==> src/rtl/cpu_pkg.sv <==
// Shared CPU definitions: ALU opcodes and the architectural status-flag layout.
package cpu_pkg;

  localparam int unsigned StatusWidth = 16;

  typedef enum logic [3:0] {
    OpAdd  = 4'h0,
    OpAddc = 4'h1,
    OpSub  = 4'h2,
    OpSubb = 4'h3,
    OpAnd  = 4'h4,
    OpOr   = 4'h5,
    OpXor  = 4'h6,
    OpNot  = 4'h7,
    OpBit  = 4'h8,
    OpCmp  = 4'h9,
    OpTst  = 4'hA
  } alu_op_e;

  // Field order fixes the bit positions within status[4:0].
  typedef struct packed {
    logic bit_test;
    logic overflow;
    logic sign;
    logic zero;
    logic carry_borrow;
  } flags_t;

  localparam int unsigned FlagWidth = $bits(flags_t);

  // Compare/test style opcodes only produce flags, never a register result.
  function automatic logic op_writes_reg(input logic [3:0] op);
    return !(op == OpBit || op == OpCmp || op == OpTst);
  endfunction

endpackage

==> src/rtl/cpu_pipe_reg.sv <==
// Valid/ready register slice with a flush input; the payload is held while stalled.
module cpu_pipe_reg #(
  parameter int unsigned Width = 8
) (
  input  logic             clock,
  input  logic             reset,
  input  logic             flush,
  input  logic             in_valid,
  output logic             in_ready,
  input  logic [Width-1:0] in_data,
  output logic             out_valid,
  input  logic             out_ready,
  output logic [Width-1:0] out_data
);

  logic             valid_q, valid_d;
  logic [Width-1:0] data_q, data_d;
  logic             accept;

  always_comb begin
    in_ready = (!valid_q || out_ready) && !flush;
    accept   = in_valid && in_ready;
    valid_d  = valid_q;
    data_d   = data_q;
    // Flush wins over both a new accept and a downstream drain.
    if (flush) begin
      valid_d = 1'b0;
    end else if (accept) begin
      valid_d = 1'b1;
      data_d  = in_data;
    end else if (out_ready) begin
      valid_d = 1'b0;
    end
  end

  always_ff @(posedge clock or negedge reset) begin
    if (!reset) begin
      valid_q <= 1'b0;
      data_q  <= '0;
    end else begin
      valid_q <= valid_d;
      data_q  <= data_d;
    end
  end

  assign out_valid = valid_q;
  assign out_data  = data_q;

endmodule

==> src/rtl/cpu_execute.sv <==
// Execute stage: drives the external ALU, registers its result and owns the status flags.
module cpu_execute
  import cpu_pkg::*;
(
  input  logic                   clock,
  input  logic                   reset,
  input  logic                   in_valid,
  output logic                   in_ready,
  input  logic [3:0]             in_operation,
  input  logic [15:0]            in_operand,
  input  logic [15:0]            in_operator,
  input  logic [3:0]             in_dest,
  input  logic                   in_write_reg,
  input  logic                   in_write_flags,
  input  logic                   flush,
  output logic [3:0]             alu_operation,
  output logic [15:0]            alu_operand,
  output logic [15:0]            alu_operator,
  output logic [StatusWidth-1:0] alu_status_in,
  input  logic [15:0]            alu_result,
  input  logic [StatusWidth-1:0] alu_status_out,
  output logic                   out_valid,
  input  logic                   out_ready,
  output logic [15:0]            out_result,
  output logic [3:0]             out_dest,
  output logic                   out_write_enable,
  output logic [StatusWidth-1:0] status,
  output logic [15:0]            stall_count
);

  localparam int unsigned PayloadWidth = 16 + 4 + 1;

  flags_t                  flags_q, flags_d;
  logic [15:0]             stall_count_q, stall_count_d;
  logic                    accept;
  logic [PayloadWidth-1:0] in_payload, out_payload;
  logic                    unused_status_hi;

  assign unused_status_hi = ^alu_status_out[StatusWidth-1:FlagWidth];

  assign alu_operation = in_operation;
  assign alu_operand   = in_operand;
  assign alu_operator  = in_operator;
  assign status        = {{(StatusWidth - FlagWidth){1'b0}}, flags_q};
  // Feeding live status lets ADDC/SUBB chain on the previous accept without a bubble.
  assign alu_status_in = status;

  assign accept     = in_valid && in_ready;
  assign in_payload = {alu_result, in_dest, in_write_reg && op_writes_reg(in_operation)};

  cpu_pipe_reg #(
    .Width(PayloadWidth)
  ) u_pipe_reg (
    .clock    (clock),
    .reset    (reset),
    .flush    (flush),
    .in_valid (in_valid),
    .in_ready (in_ready),
    .in_data  (in_payload),
    .out_valid(out_valid),
    .out_ready(out_ready),
    .out_data (out_payload)
  );

  assign {out_result, out_dest, out_write_enable} = out_payload;

  always_comb begin
    flags_d       = flags_q;
    stall_count_d = stall_count_q;
    if (accept && in_write_flags) begin
      flags_d = flags_t'(alu_status_out[FlagWidth-1:0]);
    end
    if (!flush && out_valid && !out_ready && stall_count_q != 16'hFFFF) begin
      stall_count_d = stall_count_q + 16'd1;
    end
  end

  always_ff @(posedge clock or negedge reset) begin
    if (!reset) begin
      flags_q       <= '0;
      stall_count_q <= '0;
    end else begin
      flags_q       <= flags_d;
      stall_count_q <= stall_count_d;
    end
  end

  assign stall_count = stall_count_q;

endmodule

==> config.mk <==
export PLATFORM = sky130hd
export DESIGN_NAME = cpu_execute
export DESIGN_NICKNAME = d
export VERILOG_FILES = /design/src/rtl/cpu_pkg.sv /design/src/rtl/cpu_pipe_reg.sv /design/src/rtl/cpu_execute.sv
export SDC_FILE = /design/constraint.sdc
export NUM_CORES = 1
export LEC_CHECK = 0
export ABC_AREA = 1
export CAP_MARGIN = 0
export CORE_ASPECT_RATIO = 0.7
export CORE_MARGIN = 2
export CORE_UTILIZATION = 37
export CTS_BUF_LIST = sky130_fd_sc_hd__clkbuf_16
export CTS_CLUSTER_DIAMETER = 30
export DETAILED_ROUTE_END_ITERATION = 12
export GPL_TIMING_DRIVEN = 0
export PLACE_DENSITY = 0.88
export SLEW_MARGIN = 20
export SYNTH_ARGS = -nofsm -noshare
export SYNTH_HDL_FRONTEND = slang
export SYNTH_SLANG_ARGS = --single-unit
==> constraint.sdc <==
create_clock -name clock -period 4.7 [get_ports clock]
set_clock_uncertainty 0.2 [all_clocks]
set_input_delay 0.94 -clock clock [delete_from_list [all_inputs] [get_ports clock]]
set_output_delay 0.94 -clock clock [all_outputs]
set_load 0.005 [all_outputs]
# After elaboration in Yosys (flattened, before gate mapping)
# Cells that the tools add are included.
# totals
register_bits	43
latch_bits	0
ram_bits	0
romBits	0
in_bits	79
out_inout_bits	107
word_cells	33
mem_count	0
# classes
addsub	1
mul	0
div	0
order_cmp	0
n_eq_ne	4
shifts	0
mux	3
bitwise	1
n_reduce_logical	16
# op_table
cell	count
$add A16 B1 Y16 const B	1
$ne A16 B16 Y1 const B	1
$eq A4 B4 Y1 const B	3
$logic_and A1 B1 Y1	7
$logic_not A1 Y1	4
$logic_or A1 B1 Y1	3
$mux W1	3
$reduce_bool A3 Y1	1
$reduce_and A2 Y1	1
$not A1 Y1	1

# Longest topological paths before layout
# depth
ltp_word	6
depth_mapped	9
ltp_nobuf	9

# Hierarchy
# From an unflattened synthesis, not the netlist that was laid out.
# unflattened
hier_cells	331
hier_area_um2	2775.2
# modules_own_cells
mod	n_inst	cells_each	area_each_um2	seq_area_each_um2
cpu_execute	1	231	1735.4	525.5
cpu_pipe_reg	1	100	1039.7	550.5

# Worst setup path before layout
# Ideal clock, no wire load.
# synth_path
path_type	input port to output port
startpoint	input out_ready
endpoint	output in_ready
arrival_ps	1177
required_time_ps	3560
setup_slack_ps	2383
stages	4
n_path_buf	0
cell_sequence	inv_1 > nand2_1 > inv_1 > nor2_2
# synth_between
elab_chain_cells	2
# synth_lines
element	line_no	rtl
start, declared	cpu_execute.sv:23	input logic out_ready,
$logic_or A1 B1 Y1	cpu_pipe_reg.sv:21	in_ready = (!valid_q || out_ready) && !flush;
$logic_and A1 B1 Y1	cpu_pipe_reg.sv:21	
end, declared	cpu_execute.sv:8	output logic in_ready,
# No other way between the ends.

# Final worst setup path
# Same ends and word-level chain as after synthesis.

==> impl_metrics.prom <==
# TYPE chip_impl_metric gauge
chip_impl_metric{name="maxClockFrequency",unit="MHz"} 301
chip_impl_metric{name="clkSlewWorstSetupHoldPaths",unit="ns"} 0.06
chip_impl_metric{name="irDropWorstVdd",unit="mV"} 0.170
chip_impl_metric{name="clock_power_share",unit="%"} 30.4
chip_impl_metric{name="area_growth",unit="%"} 62.2
chip_impl_metric{name="clock-sinks",unit=""} 43
chip_impl_metric{name="clock_tree.htree_level_count",unit=""} 2
chip_impl_metric{name="pre_cts_ws",unit="ns"} 1.38
chip_impl_metric{name="totalNegativeSetupSlack",unit="ns"} 0
chip_impl_metric{name="floorplan.io_pins",unit=""} 186
chip_impl_metric{name="insertedDiodeCount",unit=""} 0
chip_impl_metric{name="worst-endpoint-arrival",unit="ns"} 2.18
chip_impl_metric{name="first_iter_violations",unit=""} 131
chip_impl_metric{name="seq_area",unit="sq um"} 1080
chip_impl_metric{name="critPathMaxFanout",unit=""} 2
chip_impl_metric{name="power.share.combinational",unit="%"} 29.8
chip_impl_metric{name="worst_ep_required_time",unit="ns"} 3.56
chip_impl_metric{name="clock_insertion_delay_worst_skew",unit="ns"} 0.27
chip_impl_metric{name="layout-drive-gt1-share",unit="%"} 18.0
chip_impl_metric{name="ys_ff_latch",unit=""} 43
chip_impl_metric{name="floorplan.die.height",unit="um"} 73.1
chip_impl_metric{name="cp_slowest_stage_delay",unit="ns"} 0.52
chip_impl_metric{name="global_route_wire_length_before_repair",unit="mm"} 10.8
chip_impl_metric{name="final_design_area_no_fill",unit="sq um"} 4100
chip_impl_metric{name="netlist_instances",unit=""} 330
chip_impl_info{name="path_class",value="primary input to primary output"} 1
chip_impl_metric{name="routed_wirelength",unit="mm"} 6.78
chip_impl_metric{name="initial_antenna_violation_count",unit=""} 0
chip_impl_metric{name="viasPerCell",unit=""} 4.28
chip_impl_metric{name="drv_slew",unit=""} 0
chip_impl_metric{name="avgSynthCellArea",unit="sq um"} 7.66
chip_impl_metric{name="power-per-cell-area",unit="nW/um^2"} 300
chip_impl_metric{name="finalWeightedCongestion",unit=""} 0.883
chip_impl_metric{name="finalCritPeriodShare",unit="%"} 70.7
chip_impl_metric{name="globalRouteTotalUtil",unit="%"} 18.3
chip_impl_metric{name="drtAntennaViolNets",unit=""} 0
chip_impl_info{name="worstSetupStartpointType",value="primary input"} 1
chip_impl_metric{name="postcts_setup_bufs",unit=""} 0
chip_impl_metric{name="multi_input_gate_area",unit="sq um"} 957
chip_impl_metric{name="number_of_buffers_on_the_longest_clock_path",unit=""} 2
chip_impl_metric{name="postPlaceCellArea",unit="sq um"} 3940
chip_impl_info{name="cp_slowest_cell",value="sky130_fd_sc_hd__clkdlybuf4s50_1"} 1
chip_impl_metric{name="die_outline_width",unit="um"} 103
chip_impl_metric{name="shortest_period_the_worst_path_allows",unit="ns"} 3.32
chip_impl_info{name="cp_cell_sequence",value="clkdlybuf4s50_1, inv_1, nand2_1, inv_1, nor2_2, clkdlybuf4s50_1"} 1
chip_impl_metric{name="via_count_of_the_first_global_routing_pass",unit=""} 2386
chip_impl_metric{name="synth_seq_area_share",unit="%"} 42.6
chip_impl_metric{name="combined_area_of_all_synthesized_cells",unit="sq um"} 2530
chip_impl_metric{name="final-setup-viol-count",unit=""} 0
chip_impl_info{name="final_common_cell",value="sky130_fd_sc_hd__nand2_1"} 1
chip_impl_metric{name="final.setup.worst_slack",unit="ns"} 1.38
chip_impl_metric{name="core_region_area",unit="sq um"} 6690
chip_impl_metric{name="numPortBuffers",unit=""} 120
chip_impl_info{name="cts-root-buf",value="sky130_fd_sc_hd__clkbuf_16"} 1
chip_impl_metric{name="netSwitchingFraction",unit="%"} 26.0
chip_impl_metric{name="fillCellCount",unit=""} 608
chip_impl_info{name="cts_tree",value="built"} 1
chip_impl_metric{name="drtPass1Iterations",unit=""} 4
chip_impl_metric{name="yosys_warnings",unit=""} 0
chip_impl_info{name="layout_common_cells",value="144 x sky130_fd_sc_hd__nand2_1, 119 x sky130_fd_sc_hd__clkdlybuf4s50_1, 65 x sky130_fd_sc_hd__buf_4, 43 x sky130_fd_sc_hd__dfrtp_1, 22 x sky130_fd_sc_hd__conb_1"} 1
chip_impl_metric{name="design.final.nets",unit=""} 559
chip_impl_metric{name="placementRows",unit=""} 25
chip_impl_metric{name="dp_hpwl",unit="mm"} 5.57
chip_impl_metric{name="start_util",unit="%"} 37.7
chip_impl_metric{name="cap_violations",unit=""} 0
chip_impl_metric{name="cts_hold_buf",unit=""} 0
chip_impl_metric{name="post-route-drc-count",unit=""} 0
chip_impl_metric{name="global_route.overflow_total",unit=""} 0
chip_impl_metric{name="post_synth_num_cell_types",unit=""} 22
chip_impl_info{name="hp-class",value="register to register"} 1
chip_impl_info{name="setup_repair_after_global_routing_missed_its_margin",value="no"} 1
chip_impl_info{name="run_status",value="finished clean"} 1
chip_impl_metric{name="power.sequential.fraction",unit="%"} 39.8
chip_impl_metric{name="vias",unit=""} 2451
chip_impl_metric{name="wire_per_inst",unit="um"} 11.8
chip_impl_metric{name="numCtsBuffers",unit=""} 5
chip_impl_metric{name="grt_max_degree",unit=""} 27
chip_impl_metric{name="design.die.area",unit="sq um"} 7510
chip_impl_metric{name="ctsResizeCount",unit=""} 0
chip_impl_metric{name="power_switching",unit="uW"} 319
chip_impl_metric{name="final_util",unit="%"} 61.2
chip_impl_metric{name="power_leakage",unit="nW"} 2.02
chip_impl_metric{name="final-hold-violation-count",unit=""} 0
chip_impl_info{name="worst_setup_path_end_kind",value="primary output"} 1
chip_impl_metric{name="p_int",unit="uW"} 909
-- cell families (layout without fill, tap and decap cells) --
group           after synthesis  after routing  synth area share, %
buf+inv                      85            213                 22.6
simple gates                188            188                 30.9
compound gates                6              6                 1.19
xor+xnor                      6              6                 2.08
other cells                   1             22                0.148
fa+ha+maj                     1              1                0.495
flops                        43             43                 42.6
-- cell usage after synthesis --
library cell	number	area (sq um)
sky130_fd_sc_hd__clkbuf_1	2	7.51
sky130_fd_sc_hd__buf_6	1	11.3
sky130_fd_sc_hd__xnor2_1	3	26.3
sky130_fd_sc_hd__o21ai_1	1	5.00
sky130_fd_sc_hd__o21ai_0	5	25.0
sky130_fd_sc_hd__clkinv_2	1	5.00
sky130_fd_sc_hd__ha_1	1	12.5
sky130_fd_sc_hd__nand3_2	1	10.0
sky130_fd_sc_hd__nand2_2	1	6.26
sky130_fd_sc_hd__nand3_1	13	65.1
sky130_fd_sc_hd__nand2_1	144	541
sky130_fd_sc_hd__xor2_1	3	26.3
sky130_fd_sc_hd__nand3b_1	1	7.51
sky130_fd_sc_hd__buf_4	65	488
sky130_fd_sc_hd__conb_1	1	3.75
sky130_fd_sc_hd__nand4_1	7	43.8
sky130_fd_sc_hd__nor2_4	2	22.5
sky130_fd_sc_hd__inv_1	14	52.6
sky130_fd_sc_hd__nor2_1	14	52.6
sky130_fd_sc_hd__inv_2	2	7.51
sky130_fd_sc_hd__dfrtp_1	43	1080
sky130_fd_sc_hd__nor2_2	5	31.3
-- flip-flops by register name, summed over array words and instances, names as in the netlist --
register and count:
u_pipe_reg.out_data 21, alu_status_in 5, stall_count 16, u_pipe_reg.out_valid 1
-- per-layer routing --
layer	share of wire, %	up-vias	global-route usage, %
li1	-	1227	-
met1	39	1127	21.3
met2	54	91	33.9
met3	5.5	6	3.64
met4	1.2	0	5.56
met5	0	-	0
-- critical path, delay by kind of cell --
family | cells | cell delay (ns)
buffers and inverters | 4 | 1.06
AND/OR/NAND/NOR | 2 | 0.18
-- path summary, 6_finish.rpt --
| path | startpoint | end | slack, ns | cells past startpoint |
|---|---|---|---|---|
| setup / recovery | out_ready | in_ready | 1.38 | 6 |
| hold / removal | u_pipe_reg.out_data[20] | u_pipe_reg.out_data[20] | 0.27 | 2 |
| setup reg to reg | stall_count[0] | stall_count[15] | 2.74 | 9 |
| hold reg to reg | u_pipe_reg.out_data[20] | u_pipe_reg.out_data[20] | 0.27 | 2 |
| max in group asynchronous | reset | alu_status_in[3] | 3.41 | 2 |
| min in group asynchronous | reset | stall_count[5] | 0.41 | 1 |
-- cell type report --
type / count / area share (%)
buffer: 68 / 12.4
clock buffer: 5 / 3.05
clock inverter: 2 / 0.824
inverter: 17 / 1.59
multi-input combinational: 223 / 23.4
sequential: 43 / 26.3
tap: 94 / 2.87
timing repair buffer: 121 / 29.7
-- power by group through the flow --
stage                     clock (mW)  sequential [mW]  combinational [mW]
after floorplan                    0            0.485               0.139
after CTS                      0.385            0.488               0.370
after global routing           0.395            0.497               0.403
after detailed placement           0            0.493               0.369
after global placement             0            0.487               0.358
final                          0.373            0.489               0.366
-- through the flow --
stage | power (mW) | hold WS (ns) | cells
6_report | 1.23 | 0.275 | 573
5_1_grt | 1.30 | 0.298 | 573
4_1_cts | 1.24 | 0.280 | 573
3_5_place_dp | 0.862 | 0.265 | 566
2_1_floorplan | 0.624 | 0.272 | 351
3_3_place_gp | 0.845 | 0.262 | 565
No activity file was read; power rests on OpenSTA's default activity.
